`src/rtl/mem_port_arbiter_pkg.sv`:
```
// Shared definitions for the memory port arbiter: FSM encoding, the fixed host byte mask
// and the packed write-side bundle that the memory mux selects between.
package mem_port_arbiter_pkg;

  typedef logic [0:0] arb_state_t;

  localparam arb_state_t ARB_IDLE    = 1'b0;
  localparam arb_state_t ARB_RD_HOLD = 1'b1;

  localparam logic [3:0] HOST_WSTRB = 4'hF;

  typedef struct packed {
    logic        wr;
    logic [31:0] wdat;
    logic [3:0]  strb;
  } mem_wr_t;

endpackage

```
`src/rtl/mem_port_arbiter_rd_buf.sv`:
```
// One-entry CPU read response buffer: loads in the fire cycle, valid from the next cycle.
// Holds data stable until rdy_i; clr_i (CPU reset) drops the entry.
module arb_rd_buf (
  input  logic        clk_i,
  input  logic        rst_ni,
  input  logic        clr_i,
  input  logic        load_i,
  input  logic [31:0] load_dat_i,
  input  logic        rdy_i,
  output logic [31:0] dat_o,
  output logic        vld_o
);

  logic [31:0] dat_q, dat_d;
  logic        vld_q, vld_d;

  always_comb begin
    dat_d = dat_q;
    vld_d = vld_q;
    if (clr_i) begin
      dat_d = 32'h0;
      vld_d = 1'b0;
    end else if (load_i) begin
      dat_d = load_dat_i;
      vld_d = 1'b1;
    end else if (vld_q && rdy_i) begin
      vld_d = 1'b0;
    end
  end

  always_ff @(posedge clk_i or negedge rst_ni) begin
    if (!rst_ni) begin
      dat_q <= 32'h0;
      vld_q <= 1'b0;
    end else begin
      dat_q <= dat_d;
      vld_q <= vld_d;
    end
  end

  assign dat_o = dat_q;
  assign vld_o = vld_q;

endmodule

```
`src/rtl/mem_port_arbiter.sv`:
```
// Shares the single-port memory between host pulses (always win, zero latency) and the CPU
// ready/valid port (reads answered from a buffer at T+1). Optional ARB_PERF_CNT_EN adds counters.
module mem_port_arbiter
  import mem_port_arbiter_pkg::*;
#(
  parameter int ADDR_WIDTH = 13
) (
  input  logic                  S_AXI_ACLK,
  input  logic                  S_AXI_ARESETN,
  input  logic                  mips_rst,
  input  logic [ADDR_WIDTH-3:0] AXI_Address,
  input  logic                  AXI_MemWrite,
  input  logic                  AXI_MemRead,
  input  logic [31:0]           AXI_Write_data,
  output logic [31:0]           AXI_Read_data,
  input  logic [31:0]           Address,
  input  logic                  MemWrite,
  input  logic                  MemRead,
  input  logic [31:0]           Write_data,
  input  logic [3:0]            Write_strb,
  output logic                  Mem_Req_Ready,
  output logic [31:0]           Read_data,
  output logic                  Read_data_Valid,
  input  logic                  Read_data_Ready,
  output logic [ADDR_WIDTH-3:0] Mem_Address,
  output logic                  Mem_MemWrite,
  output logic [31:0]           Mem_Write_data,
  output logic [3:0]            Mem_Write_strb,
  input  logic [31:0]           Mem_Read_data
`ifdef ARB_PERF_CNT_EN
  ,
  output logic [31:0]           conflict_cnt,
  output logic [31:0]           cpu_acc_cnt
`endif
);

  arb_state_t state_q, state_d;
  logic       host_req;
  logic       cpu_req;
  logic       req_rdy;
  logic       cpu_fire;
  logic       cpu_wr_fire;
  logic       cpu_rd_fire;
  mem_wr_t    host_wr, cpu_wr, mem_wr;
  logic       addr_unused;

  assign host_req    = AXI_MemWrite | AXI_MemRead;
  assign cpu_req     = MemRead | MemWrite;
  assign addr_unused = ^{Address[31:ADDR_WIDTH], Address[1:0]};

  always_ff @(posedge S_AXI_ACLK or negedge S_AXI_ARESETN) begin
    if (!S_AXI_ARESETN) state_q <= ARB_IDLE;
    else                state_q <= state_d;
  end

  always_comb begin
    state_d = state_q;
    if (mips_rst) begin
      state_d = ARB_IDLE;
    end else begin
      case (state_q)
        ARB_IDLE:    if (cpu_rd_fire)     state_d = ARB_RD_HOLD;
        ARB_RD_HOLD: if (Read_data_Ready) state_d = ARB_IDLE;
        default:                          state_d = ARB_IDLE;
      endcase
    end
  end

  // A simultaneous read+write request is treated as a write; the read is dropped.
  always_comb begin
    req_rdy     = (state_q == ARB_IDLE) & ~mips_rst & ~host_req;
    cpu_fire    = req_rdy & cpu_req;
    cpu_wr_fire = cpu_fire & MemWrite;
    cpu_rd_fire = cpu_fire & MemRead & ~MemWrite;
  end

  assign Mem_Req_Ready = req_rdy;

  always_comb begin
    host_wr = '{wr: AXI_MemWrite, wdat: AXI_Write_data, strb: HOST_WSTRB};
    cpu_wr  = '{wr: cpu_wr_fire, wdat: Write_data, strb: Write_strb};
    mem_wr  = host_req ? host_wr : cpu_wr;
  end

  assign Mem_Address    = host_req ? AXI_Address : Address[ADDR_WIDTH-1:2];
  assign Mem_MemWrite   = mem_wr.wr;
  assign Mem_Write_data = mem_wr.wdat;
  assign Mem_Write_strb = mem_wr.strb;
  assign AXI_Read_data  = AXI_MemRead ? Mem_Read_data : 32'h0;

  arb_rd_buf u_rd_buf (
    .clk_i      (S_AXI_ACLK),
    .rst_ni     (S_AXI_ARESETN),
    .clr_i      (mips_rst),
    .load_i     (cpu_rd_fire),
    .load_dat_i (Mem_Read_data),
    .rdy_i      (Read_data_Ready),
    .dat_o      (Read_data),
    .vld_o      (Read_data_Valid)
  );

`ifdef ARB_PERF_CNT_EN
  logic [31:0] conflict_cnt_q, conflict_cnt_d;
  logic [31:0] cpu_acc_cnt_q, cpu_acc_cnt_d;

  // Conflict counter saturates so long runs stay meaningful; access counter wraps.
  always_comb begin
    conflict_cnt_d = conflict_cnt_q;
    cpu_acc_cnt_d  = cpu_acc_cnt_q;
    if (mips_rst) begin
      conflict_cnt_d = 32'h0;
      cpu_acc_cnt_d  = 32'h0;
    end else begin
      if (host_req && cpu_req && (conflict_cnt_q != 32'hFFFF_FFFF))
        conflict_cnt_d = conflict_cnt_q + 32'd1;
      if (cpu_fire)
        cpu_acc_cnt_d = cpu_acc_cnt_q + 32'd1;
    end
  end

  always_ff @(posedge S_AXI_ACLK or negedge S_AXI_ARESETN) begin
    if (!S_AXI_ARESETN) begin
      conflict_cnt_q <= 32'h0;
      cpu_acc_cnt_q  <= 32'h0;
    end else begin
      conflict_cnt_q <= conflict_cnt_d;
      cpu_acc_cnt_q  <= cpu_acc_cnt_d;
    end
  end

  assign conflict_cnt = conflict_cnt_q;
  assign cpu_acc_cnt  = cpu_acc_cnt_q;
`endif

endmodule
```
`config.mk`:
```
export PLATFORM = sky130hd
export DESIGN_NAME = mem_port_arbiter
export DESIGN_NICKNAME = d
export VERILOG_FILES = /design/src/rtl/mem_port_arbiter_pkg.sv /design/src/rtl/mem_port_arbiter_rd_buf.sv /design/src/rtl/mem_port_arbiter.sv
export SDC_FILE = /design/constraint.sdc
export NUM_CORES = 1
export LEC_CHECK = 0
export ABC_AREA = 1
export BUFFER_PORTS_ARGS = -buffer_cell sky130_fd_sc_hd__buf_4
export CORE_AREA = 2 2 103 105
export CTS_CLUSTER_DIAMETER = 50
export DETAILED_ROUTE_END_ITERATION = 16
export DIE_AREA = 0 0 105 107
export MAX_ROUTING_LAYER = met4
export PLACE_DENSITY_LB_ADDON = 0.05
export SLEW_MARGIN = 20
export SYNTH_ARGS = -nofsm -noshare
export SYNTH_HDL_FRONTEND = slang
export SYNTH_SLANG_ARGS = --single-unit
```
`constraint.sdc`:
```
create_clock -name S_AXI_ACLK -period 1 [get_ports S_AXI_ACLK]
set_input_delay 0.05 -clock S_AXI_ACLK [delete_from_list [all_inputs] [get_ports S_AXI_ACLK]]
set_output_delay 0.05 -clock S_AXI_ACLK [all_outputs]
set_load 0.02 [all_outputs]
```
---- Word level (Yosys, flattened, before mapping) ----
Cells that the tools add are included.
operators by class
  mux-type cells .......................... 12
  reductions and logical operators ........ 3
  bitwise operators ....................... 12
operators with widths
  operator                            number
  32-bit 2-to-1 mux                   3
  37-bit 2-to-1 mux                   1
  11-bit 2-to-1 mux                   1
  1-bit bitwise AND                   6
  1-bit 2-to-1 mux                    6
  1-bit inverter                      4
  3-bit nonzero test                  1
  1-bit OR                            2
  1-bit case mux with 2 select lines  1
  2-bit nonzero test                  1
  1-bit logical AND                   1
word-level totals
  output and inout port bits .............. 114
  flip-flop bits (word level) ............. 34
  word-level logic and storage cells ...... 30

---- Depth between registers and ports, before layout ----
Gate-level depths: netlist of run 1.
  word-level depth ........................ 9
  mapped depth ............................ 7

---- By module ----
From an unflattened synthesis of run 1, not the netlist that was laid out.
second synthesis, totals
  cell total of the unflattened synthesis .. 371
  area total of the unflattened synthesis .. 2277.2 um^2
by module, submodules not included
  module            seq. area each (um^2)  cells an instance  times used  area each (um^2)
  arb_rd_buf        825.8                  145                1           1338.8
  mem_port_arbiter  25.0                   226                1           938.4

---- Worst setup path after synthesis of run 1 ----
No wires, ideal clock.
  path kind ............................... flip-flop to flip-flop
  start ................................... register state_q
  end ..................................... register u_rd_buf.dat_q[0] (netlist: u_rd_buf.dat_o[0])
  period minus slack after synthesis ...... 1.100 ns
  setup slack ............................. -0.100 ns
  cell stages (with the launch flop) ...... 6
  setup time .............................. 0.118 ns
  arrival ................................. 0.982 ns
  cells stage by stage .................... dfrtp_1 > nor2_1 > nand3_4 > buf_2 > nand3_1 > nand2_1
on the way
  word-level cells in the longest chain between the ends .. 7
ends and longest elaborated chain
  element                              line                           RTL
  start, declared                      mem_port_arbiter.sv:37         arb_state_t state_q, state_d;
  start signal, assigned               mem_port_arbiter.sv:53         else state_q <= state_d;
  1-bit inverter                       -
  1-bit bitwise AND (2 in series)      mem_port_arbiter.sv:71         req_rdy = (state_q == ARB_IDLE) & ~mips_rst & ~host_req;
  1-bit bitwise AND                    mem_port_arbiter.sv:72         cpu_fire = req_rdy & cpu_req;
  1-bit bitwise AND (2 in series)      mem_port_arbiter.sv:74         cpu_rd_fire = cpu_fire & MemRead & ~MemWrite;
  2-bit nonzero test (no source line)  -
  end signal, assigned                 mem_port_arbiter_rd_buf.sv:36  dat_q <= dat_d;
  end, declared                        mem_port_arbiter_rd_buf.sv:14  logic [31:0] dat_q, dat_d;
No other way between the ends.
A chain may end at the register's enable or synchronous reset.

---- Worst setup path after layout of run 1 ----
  start ................................... register state_q
  end ..................................... output port Mem_MemWrite
on the way
  word-level cells in the longest chain between the ends .. 6
ends and longest elaborated chain
  element                          line                    RTL
  1-bit inverter                   -
  1-bit bitwise AND (2 in series)  mem_port_arbiter.sv:71
  1-bit bitwise AND                mem_port_arbiter.sv:72
  1-bit bitwise AND                mem_port_arbiter.sv:73  cpu_wr_fire = cpu_fire & MemWrite;
  37-bit 2-to-1 mux                mem_port_arbiter.sv:82  mem_wr = host_req ? host_wr : cpu_wr;
  end, declared                    mem_port_arbiter.sv:26  output logic Mem_MemWrite,
No other way between the ends.

==> out/qor.txt, run 1 <==
Main combinational cell family by area after synthesis - simple AND/OR/NAND/NOR gates
Placed insts - 733
Hold WS - 0.00346 ns
Startpoint types - flop
Clock Sinks - 34
Area delta synth->final - 124%
Cell row count - 37
Crit path max-delay cell type - dfrtp_1
CTS buffer count - 5
Post-layout util - 0.510
Max incr delay on CP - 0.41 ns
HPWL Detailed - 7910 um
Final Hold Viols - 0
Cells after Synth - 367
Pwr Total - 4.58 mW
Die height - 107 um
Status - complete, but fails checks
Final Worst Setup Slack - -0.234 ns
Seq cells post-synth - 34
PD cells - 890 nW/um2
Final cell count without fillers - 783
Nets - 798
Clock Latency Late Sink - 0.29 ns
Gr ovfl total - 0
Initial antenna violation count - 0
Endpoint class of the critical path - primary output
Fillers - 1007
Worst EP required - 0.95 ns
Drt pass-1 iters - 6
Gp weighted congestion - 0.733
RR Endpoint - u_rd_buf.dat_o[19]$_DFFE_PN0P_
Mux cell area share after synthesis - 0
WP data arrival - 1.18 ns
Fin crit period - 1.23 ns
Post-route cell area - 5140 um2
Global-route wire length before repair - 16000 um
CP Cell Sequence - nor2_4 -> nand2_2 -> clkinv_4 -> a21o_1 -> buf_6
Syn. warnings - 0
Total track usage - 0.184
Vias in the first global route - 3157
Area share of the largest cell type after synthesis - 0.371
CTS tree - done
Initial Util - 0.227
Worst-margin pin slew - 0.449 ns
Die area - 11200 um2
Placed Area - 4310 um2
H-tree depth - 2
Failing checks - negative setup slack
Drt drc - 0
Worst Path Max Fanout - 3
Initial DRC count - 178
XOR/XNOR Fraction of Synth Area - 0
Leak - 3.11 nW
R2R Setup Slk - -0.18 ns
Vias post-DR - 3312
RSZ-0062 raised after global routing - true
Critical path class - flop to primary output
Routed vias/inst - 4.23
Clock buffer depth - 2
Clk root buf - clkbuf_8
Worst Setup SP - state_q$_DFF_PN0_
Most common cell after layout, fill and taps aside - buf_4
Synth top area cells - dfrtp_1 (37%), nand2_1 (32%), nand3_1 (14%)
Max-Cap Viols - 0
Port Buffers - 243
Post-synthesis adder-cell area fraction - 0
Ant diodes - 0
Slew HR - 0.701
Die width - 105 um
Post-route setup TNS - -5.62 ns
Final setup fails - 36
Worst r2r src - state_q$_DFF_PN0_
Area leader, netlist - dfrtp_1
Hold Path Class - primary input to flop
Final period util - 1.23
Achievable Freq - 810 MHz
Sequential fraction of the synthesis area - 0.371
Largest net degree at the start of global routing - 44
Fin. max-slew vios - 0
CP endpoint - Mem_MemWrite
Post-Place Setup Slack - -0.0547 ns
Synth Net Count - 518
Max IR drop VDD - 0.000650 V
Synthesized area - 2290 um2
CTS clk-pin slew, worst paths - 0.07 ns
ANT nets after route - 0
Compound-cell area share of the yosys netlist - 0.00764
CORE AREA - 10100 um2
Post-Syn Area per Cell - 6.25 um2
Commonest cells after routing, fill and taps aside - buf_4 (245), nand2_1 (188), nand3_1 (48)
Library cells used by synthesis - 19
Wire per inst - 14.4 um
Worst R2R Path Depth - 7
Share of cells above drive strength 1 - 0.481
Io pins - 265
Routed wire length - 11300 um
Simple-gate portion of the synthesized area - 0.493
Clock Skews - 0.00396 ns
worst min path at each step:
stage / startpoint / endpoint / slack, ns / cells past startpoint
after detailed placement: S_AXI_ARESETN / u_rd_buf.dat_o[25]$_DFFE_PN0P_ / 0.04 / 1
after CTS: Mem_Read_data[1] / u_rd_buf.dat_o[1]$_DFFE_PN0P_ / 0.0005 / 3
final: Mem_Read_data[13] / u_rd_buf.dat_o[13]$_DFFE_PN0P_ / 0.003 / 3
after floorplan: S_AXI_ARESETN / state_q$_DFF_PN0_ / -0.25 / 0
after global routing: Mem_Read_data[8] / u_rd_buf.dat_o[8]$_DFFE_PN0P_ / 0.006 / 3
after global placement: S_AXI_ARESETN / u_rd_buf.dat_o[25]$_DFFE_PN0P_ / 0.04 / 1
cells in the mapped netlist:
cell type / n
buf_4: 1
buf_2: 9
nor2_2: 1
nand3_1: 64
nand3_4: 1
buf_6: 6
a21o_1: 1
clkinv_2: 1
inv_1: 35
dfrtp_1: 34
clkbuf_1: 6
nand2_2: 1
nor2_1: 1
buf_1: 3
inv_2: 1
nor2_8: 1
or2_1: 4
nand2_1: 195
a21oi_1: 2
power breakdown:
part           internal, mW  leakage (nW)  switching (mW)  total, mW
combinational         0.945          2.58           0.896       1.84
clock                 0.798        0.0573           0.521       1.32
sequential             1.40         0.471          0.0190       1.42
total                  3.15          3.11            1.44       4.58
cell type report:
class                   instances  area (um2)  area share
flip-flops and latches         34         851       0.165
inverters                      37         151      0.0294
repair buffers                298        2580       0.502
multi-input cells             271        1280       0.248
clock buffers                   6        82.6      0.0161
clock inverters                 1        30.0     0.00584
well taps                     136         170      0.0331
kinds of logic after synthesis:
family,Yosys count
buffers and inverters,62
flip-flops,34
AND/OR/NAND/NOR,268
AO/OA/AOI/OAI,3
critical path, delay by kind of cell, from the launching register on:
family	cells	cell delay, ns
AND/OR/NAND/NOR	2	0.21
buffers and inverters	2	0.17
flip-flops	1	0.41
AO/OA/AOI/OAI	1	0.11
sequential cells by signal, summed over array words and instances, names as in the netlist:
name	count
u_rd_buf.vld_o	1
u_rd_buf.dat_o	32
state_q	1
layer usage:
metal	global-route usage	routed length, um	share of wire	vias up
li1	-	-	-	1681
met1	0.199	4330	0.39	1477
met2	0.339	5950	0.53	139
met3	0.0438	783	0.070	15
met4	0.0467	187	0.017	0
met5	-	0	0	-
repair_timing:
item | in CTS | in global routing
hold endpoints to repair | 60 | 0
setup buffers | 5 | 5
gates cloned | 2 | 6
pin swaps | 5 | 8
hold buffers | 26 | 0
endpoints found under the setup margin | 36 | 56
resized for setup | 24 | 22
Note: power is estimated with default switching activity, not from simulation.
==> run 2, diff against run 1 <==
Settings changed: SYNTH_HIERARCHICAL from default to 1.
==> out/qor.txt, run 2 <==
Status - complete, but fails checks
Failing checks - negative setup slack
Io pins - 265 (unchanged)
Drt pass-1 iters - 4 (-2)
Synth top area cells - nand2_1 (38%), dfrtp_1 (37%), nand3_1 (7.3%)
HPWL Detailed - 7740 um (-2.1%)
Post-Syn Area per Cell - 6.14 um2 (-1.8%)
Fin. max-slew vios - 0 (unchanged)
Initial Util - 0.226 (-0.00161)
Number of synthesized flops with an enable pin - 0 (unchanged)
Hold Path Class - primary input to flop
CTS clk-pin slew, worst paths - 0.07 ns (about the same)
Post-route setup TNS - -7.04 ns (-1.42 ns)
Routed vias/inst - 4.25 (+0.45%)
Combinational share of power - 0.439 (+0.037)
Worst EP required - 0.95 ns (about the same)
RR Endpoint - u_rd_buf/dat_o[7]$_DFFE_PN0P_
Global-route wire length before repair - 15800 um (-1.3%)
Most common cell after layout, fill and taps aside - buf_4
Post-Place Setup Slack - -0.441 ns (-0.386 ns)
Fillers - 1023 (+1.6%)
Vias in the first global route - 2972 (-5.9%)
Largest net degree at the start of global routing - 40 (-9.1%)
Hold Path Origin - Mem_Read_data[17]
Worst Path Max Fanout - 2 (-1)
Psw - 1.46 mW (+2.0%)
Gp weighted congestion - 0.779 (+6.3%)
Worst-margin pin slew - 0.445 ns (-0.00424 ns)
Initial antenna violation count - 0 (unchanged)
Pwr Total - 4.42 mW (-3.5%)
Critical path class - flop to primary output
Startpoint types - flop
Gr ovfl total - 0 (unchanged)
Routed wire length - 11600 um (+2.9%)
Final setup fails - 36 (unchanged)
Hold depth - 3 (unchanged)
Area delta synth->final - 130%
Achievable Freq - 812 MHz (+0.25%)
Fin crit period - 1.23 ns (-0.00303 ns)
Synthesized area - 2280 um2 (-0.71%)
Max incr delay on CP - 0.39 ns (-0.02 ns)
Net Sw Frac - 0.331 (+0.0178)
Clock Skews - 0.00459 ns (+0.000633 ns)
RSZ-0062 raised after global routing - true
Most common cell in the netlist - nand2_1
Post-layout util - 0.518 (+0.00855)
Leak - 3.20 nW (+2.9%)
Hold WS - 0.00593 ns (+0.00247 ns)
Die area - 11200 um2 (unchanged)
Worst r2r src - state_q$_DFF_PN0_
Clock Power Share - 0.244 (-0.044)
Port Buffers - 243 (unchanged)
Share of cells above drive strength 1 - 0.552 (+0.0714)
Clk root buf - clkbuf_8
CTS buffer count - 5 (unchanged)
Internal power - 2.96 mW (-6.0%)
Commonest cells after routing, fill and taps aside - buf_4 (218), nand2_1 (171), nand2_2 (51)
Largest register FFs - 32 (unchanged)
Initial DRC count - 136 (-24%)
Wire per inst - 14.9 um (+3.4%)
Max IR drop VDD - 0.000400 V (-38%)
Area share of the largest cell type after synthesis - 0.382 (+0.0114)
Ys flop type - dfrtp_1
Clock Sinks - 34 (unchanged)
Drt drc - 0 (unchanged)
PD cells - 845 nW/um2 (-5.1%)
Vias post-DR - 3310 (-0.060%)
H-tree depth - 2 (unchanged)
Library cells used by synthesis - 14 (-5)
Max-Cap Viols - 0 (unchanged)
Crit path max-delay cell type - dfrtp_1
Area leader, netlist - nand2_1
Final Worst Setup Slack - -0.231 ns (+0.00303 ns)
Crit path top cell by count - nand2_2
ANT nets after route - 0 (unchanged)
WP data arrival - 1.18 ns (about the same)
Ant diodes - 0 (unchanged)
Clock Latency Late Sink - 0.28 ns (about the same)
Clock buffer depth - 2 (unchanged)
Cells after Synth - 371 (+1.1%)
Endpoint class of the critical path - primary output
CORE AREA - 10100 um2 (unchanged)
Die height - 107 um (unchanged)
Worst R2R Path Depth - 7 (unchanged)
Synth cell count leaders - nand2_1 (232), inv_1 (38), dfrtp_1 (34), nand3_1 (33)
Sequential fraction of the synthesis area - 0.374 (+0.00265)
CP delay by family, top - flip-flops
Cell row count - 37 (unchanged)
Nets - 793 (-0.63%)
Hold path endpoint - u_rd_buf/dat_o[17]$_DFFE_PN0P_
Final period util - 1.23 (-0.00303)
Slew HR - 0.703 (+0.00282)
Total track usage - 0.183 (-0.000966)
CTS tree - done
Final Hold Viols - 0 (unchanged)
Post-synthesis async set-or-reset flop share - 1.00 (unchanged)
Buf+Inv Stages, Crit Path - 2 (unchanged)
Seq cells post-synth - 34 (unchanged)
Sequential group share of total power - 0.317 (+0.007)
Die width - 105 um (unchanged)
Syn. warnings - 6 (+6)
CP Cell Sequence - nor2_2 -> nand2_1 -> inv_2 -> nand2_2 -> nand2_2 -> buf_6
Synth Net Count - 522 (+0.77%)
R2R Setup Slk - -0.22 ns (-0.04 ns)
[run 2: stage by stage]
step | instances | area (um2)
6_report | 779 | 5230
5_1_grt | 779 | 5230
4_1_cts | 763 | 4610
3_5_place_dp | 738 | 4230
3_3_place_gp | 738 | 4230
2_1_floorplan | 371 | 2280
[run 2: worst max path at each step]
stage	start	end	slack, ns	depth (start not counted)
floorplan	state_q$_DFF_PN0_	u_rd_buf/dat_o[0]$_DFFE_PN0P_	-0.11	8
global placement	state_q$_DFF_PN0_	u_rd_buf/dat_o[20]$_DFFE_PN0P_	-0.40	6
detailed placement	state_q$_DFF_PN0_	u_rd_buf/dat_o[30]$_DFFE_PN0P_	-0.44	6
CTS	state_q$_DFF_PN0_	Mem_MemWrite	-0.20	6
global route	state_q$_DFF_PN0_	Mem_MemWrite	-0.31	6
finish	state_q$_DFF_PN0_	Mem_MemWrite	-0.23	6
[run 2: cells by family after synthesis]
logic type	synth area share
AOI/OAI and AO/OA	0.00220
buffers and inverters	0.140
DFF	0.374
and+or+nand+nor	0.485
[run 2: power groups by stage]
| stage | clock network [mW] | logic, mW | registers (mW) |
|---|---|---|---|
| 5_1_grt | 1.18 | 2.07 | 1.41 |
| 4_1_cts | 1.12 | 1.64 | 1.40 |
| 6_report | 1.08 | 1.94 | 1.40 |
| 2_1_floorplan | 0 | 0.648 | 1.45 |
| 3_3_place_gp | 0 | 1.55 | 1.43 |
| 3_5_place_dp | 0 | 1.55 | 1.43 |
[run 2: worst reg2reg max path, cell delays in order, from the launching register on]
cell and delay (ns):
dfrtp_1 0.39, nor2_2 0.14, nand3_2 0.12, clkinv_4 0.14
nor2_4 0.07, clkbuf_16 0.16, nand2_2 0.05, nand2_1 0.04
[run 2: layer usage]
| metal | share of wire | track usage | up-vias | wire [um] |
|---|---|---|---|---|
| met5 | 0 | - | - | 0 |
| met4 | 0.0089 | 0.0429 | 0 | 103 |
| met3 | 0.073 | 0.0432 | 6 | 844 |
| met2 | 0.53 | 0.321 | 147 | 6080 |
| met1 | 0.39 | 0.213 | 1516 | 4540 |
| li1 | - | - | 1641 | - |
[run 2: area by class of cell]
type,count,area [um2],area share
repair buffers,285,2600,0.497
multi-input cells,276,1340,0.256
flip-flops and latches,34,851,0.163
well taps,136,170,0.0325
inverters,39,168,0.0320
clock buffers,6,82.6,0.0158
clock inverters,2,12.5,0.00239
repair inverters,1,8.76,0.00167
[run 2: repair_timing]
| item | CTS | global route |
|---|---|---|
| setup endpoints to repair | 75 | 76 |
| pin swaps | 4 | 19 |
| buffers inserted | 5 | 5 |
| gates cloned | 3 | 10 |
| hold endpoints to repair | 42 | 1 |
| resized for setup | 28 | 110 |
| hold buffers | 9 | 1 |
==> run 3, diff against run 2 <==
Settings changed: BUFFER_PORTS_ARGS -buffer_cell sky130_fd_sc_hd__buf_4 to -buffer_cell sky130_fd_sc_hd__buf_2.
Clock period 1 ns to 1.43 ns, I/O delays scaled along.
==> out/qor.txt, run 3 (same netlist as run 2, synthesis figures left out) <==
Achievable Freq - 779 MHz
Busiest grt layer - met2
Final setup fails - 0 (-100%)
Die area - 11200 um2 (unchanged)
Final Worst Setup Slack - 0.147 ns (+0.377 ns)
Global-route wire length before repair - 14700 um (-7.2%)
Total track usage - 0.169 (-0.0138)
Largest register FFs - 32 (unchanged)
Vias post-DR - 3039 (-8.2%)
Leak - 2.66 nW (-17%)
CTS buffer count - 5 (unchanged)
RSZ-0062 raised after global routing - false
Worst-margin pin slew - 0.448 ns (+0.00281 ns)
Area delta synth->final - 63.2%
Post-route cell area - 3720 um2 (-29%)
Most common cell after layout, fill and taps aside - buf_2
Worst EP required - 1.36 ns (+0.41 ns)
Clock Skews - 0.00836 ns (+0.00377 ns)
Io pins - 265 (unchanged)
Slew HR - 0.701 (-0.00258)
Gr ovfl total - 0 (unchanged)
Drt drc - 0 (unchanged)
Vias in the first global route - 2888 (-2.8%)
PD cells - 700 nW/um2 (-17%)
Clock Sinks - 34 (unchanged)
Nets - 761 (-4.0%)
Die height - 107 um (unchanged)
Worst r2r src - state_q$_DFF_PN0_
Post-Place Setup Slack - -0.0711 ns (+0.370 ns)
Placed Area - 3580 um2 (-15%)
R2R Setup Slk - 0.16 ns (+0.38 ns)
Endpoint class of the critical path - primary output
Met2 GRT Util - 0.312 (-0.00881)
WP data arrival - 1.21 ns (+0.03 ns)
Max IR drop VDD - 0.000266 V (-34%)
Met3 usage - 0.0486 (+0.00547)
Hold depth - 3 (unchanged)
Wire per inst - 12.8 um (-14%)
RR Endpoint - u_rd_buf/dat_o[1]$_DFFE_PN0P_
Die width - 105 um (unchanged)
H-tree depth - 2 (unchanged)
Fin. max-slew vios - 0 (unchanged)
Clk root buf - clkbuf_8
Commonest cells after routing, fill and taps aside - buf_2 (243), nand2_1 (232), inv_1 (37)
Clock Latency Late Sink - 0.29 ns (about the same)
Largest net degree at the start of global routing - 34 (-15%)
Final period util - 0.898
CORE AREA - 10100 um2 (unchanged)
CTS clk-pin slew, worst paths - 0.08 ns (about the same)
Fillers - 1164 (+14%)
Gp weighted congestion - 0.775 (-0.48%)
Initial Util - 0.226 (unchanged)
Worst Path Max Fanout - 25 (+23)
Clock buffer depth - 2 (unchanged)
ANT nets after route - 0 (unchanged)
Drt pass-1 iters - 5 (+1)
GRT met1 Usage - 0.180 (-0.0321)
Worst R2R Path Depth - 6 (-1)
Routed vias/inst - 4.06 (-4.5%)
Max-Cap Viols - 0 (unchanged)
Hold path endpoint - u_rd_buf/dat_o[9]$_DFFE_PN0P_
Hold Path Class - primary input to flop
Status - complete, no violations
Final Hold Viols - 0 (unchanged)
Routed wire length - 9570 um (-17%)
Startpoint types - primary input
HPWL Detailed - 7480 um (-3.3%)
CTS tree - done
Port Buffers - 243 (unchanged)
Final cell count without fillers - 749 (-3.9%)
Critical path class - primary input to primary output
Share of cells above drive strength 1 - 0.437 (-0.115)
Initial antenna violation count - 2 (+2)
Fin crit period - 1.28 ns
Placed insts - 737 (-0.14%)
Hold Path Origin - Mem_Read_data[9]
Cell row count - 37 (unchanged)
Initial DRC count - 125 (-8.1%)
==> run 3: cell count changes in the layout (fill, tap and decap cells not counted), moves of 2 or more <==
cell,before,now
diode_2,0,2
buf_6,36,0
buf_4,218,8
buf_2,0,243
nand3_2,2,0
buf_12,7,2
buf_16,3,0
dlygate4sd3_1,10,1
nand3_1,31,33
nand2_1,171,232
clkbuf_16,7,0
nand2_2,51,0
nand2_4,10,0
buf_8,4,0
==> run 3: area by class of cell <==
type	count	area [um2]	area share
Antenna cell	2	5.00	0.00135
Multi-Input combinational cell	276	1120	0.302
Inverter	39	146	0.0394
Timing Repair Buffer	254	1330	0.357
Sequential cell	34	851	0.229
Clock buffer	6	82.6	0.0222
Clock inverter	2	12.5	0.00337
Tap cell	136	170	0.0458
==> run 3: what timing repair did <==
action / 4_1_cts / 5_1_grt
pin swaps: 1 / 0
hold buffers: 1 / 0
setup endpoints to repair: 32 / 31
gates resized for setup: 4 / 2
endpoints found under the hold margin: 14 / 0
cloned: 1 / 0
buffers inserted: 0 / 0
==> run 3: critical path, cell delays in order <==
cell and delay (ns):
buf_2 0.14, nor2_8 0.10, buf_4 0.24, buf_4 0.30, nand2_1 0.09, nand2_1 0.07, buf_2 0.18
==> run 3: report_power, final <==
group          leakage, nW  switching, mW  internal [mW]
combinational         2.14          0.538          0.330
clock               0.0472          0.366          0.387
sequential           0.473        0.00614          0.973
==> run 3: worst max path at each step <==
stage | cells past startpoint | slack, ns | start | endpoint
2_1_floorplan | 7 | 0.30 | state_q$_DFF_PN0_ | u_rd_buf/dat_o[31]$_DFFE_PN0P_
3_5_place_dp | 6 | -0.07 | state_q$_DFF_PN0_ | u_rd_buf/dat_o[31]$_DFFE_PN0P_
6_report | 7 | 0.15 | AXI_MemRead | Mem_Write_data[14]
3_3_place_gp | 6 | -0.008 | state_q$_DFF_PN0_ | u_rd_buf/dat_o[14]$_DFFE_PN0P_
4_1_cts | 6 | 0.07 | state_q$_DFF_PN0_ | u_rd_buf/dat_o[1]$_DFFE_PN0P_
5_1_grt | 6 | 0.008 | state_q$_DFF_PN0_ | u_rd_buf/dat_o[1]$_DFFE_PN0P_
==> run 3: per-stage QoR <==
step / TNS, ns / hold WS, ns / power (mW) / util
floorplan: 0 / -0.224 / 1.46 / -
CTS: 0 / 0.0147 / 2.65 / 0.367
global placement: -0.0903 / 0.0134 / 1.87 / 0.355
global route: 0 / 0.0151 / 2.77 / 0.368
finish: 0 / 0.0201 / 2.60 / 0.368
detailed placement: -1.47 / 0.0236 / 1.87 / 0.355
==> run 3: metal layers <==
layer | part of all wire | vias to the layer above
met1 | 0.40 | 1322
met5 | 0 | -
li1 | - | 1571
met3 | 0.082 | 7
met2 | 0.51 | 139
met4 | 0.0092 | 0
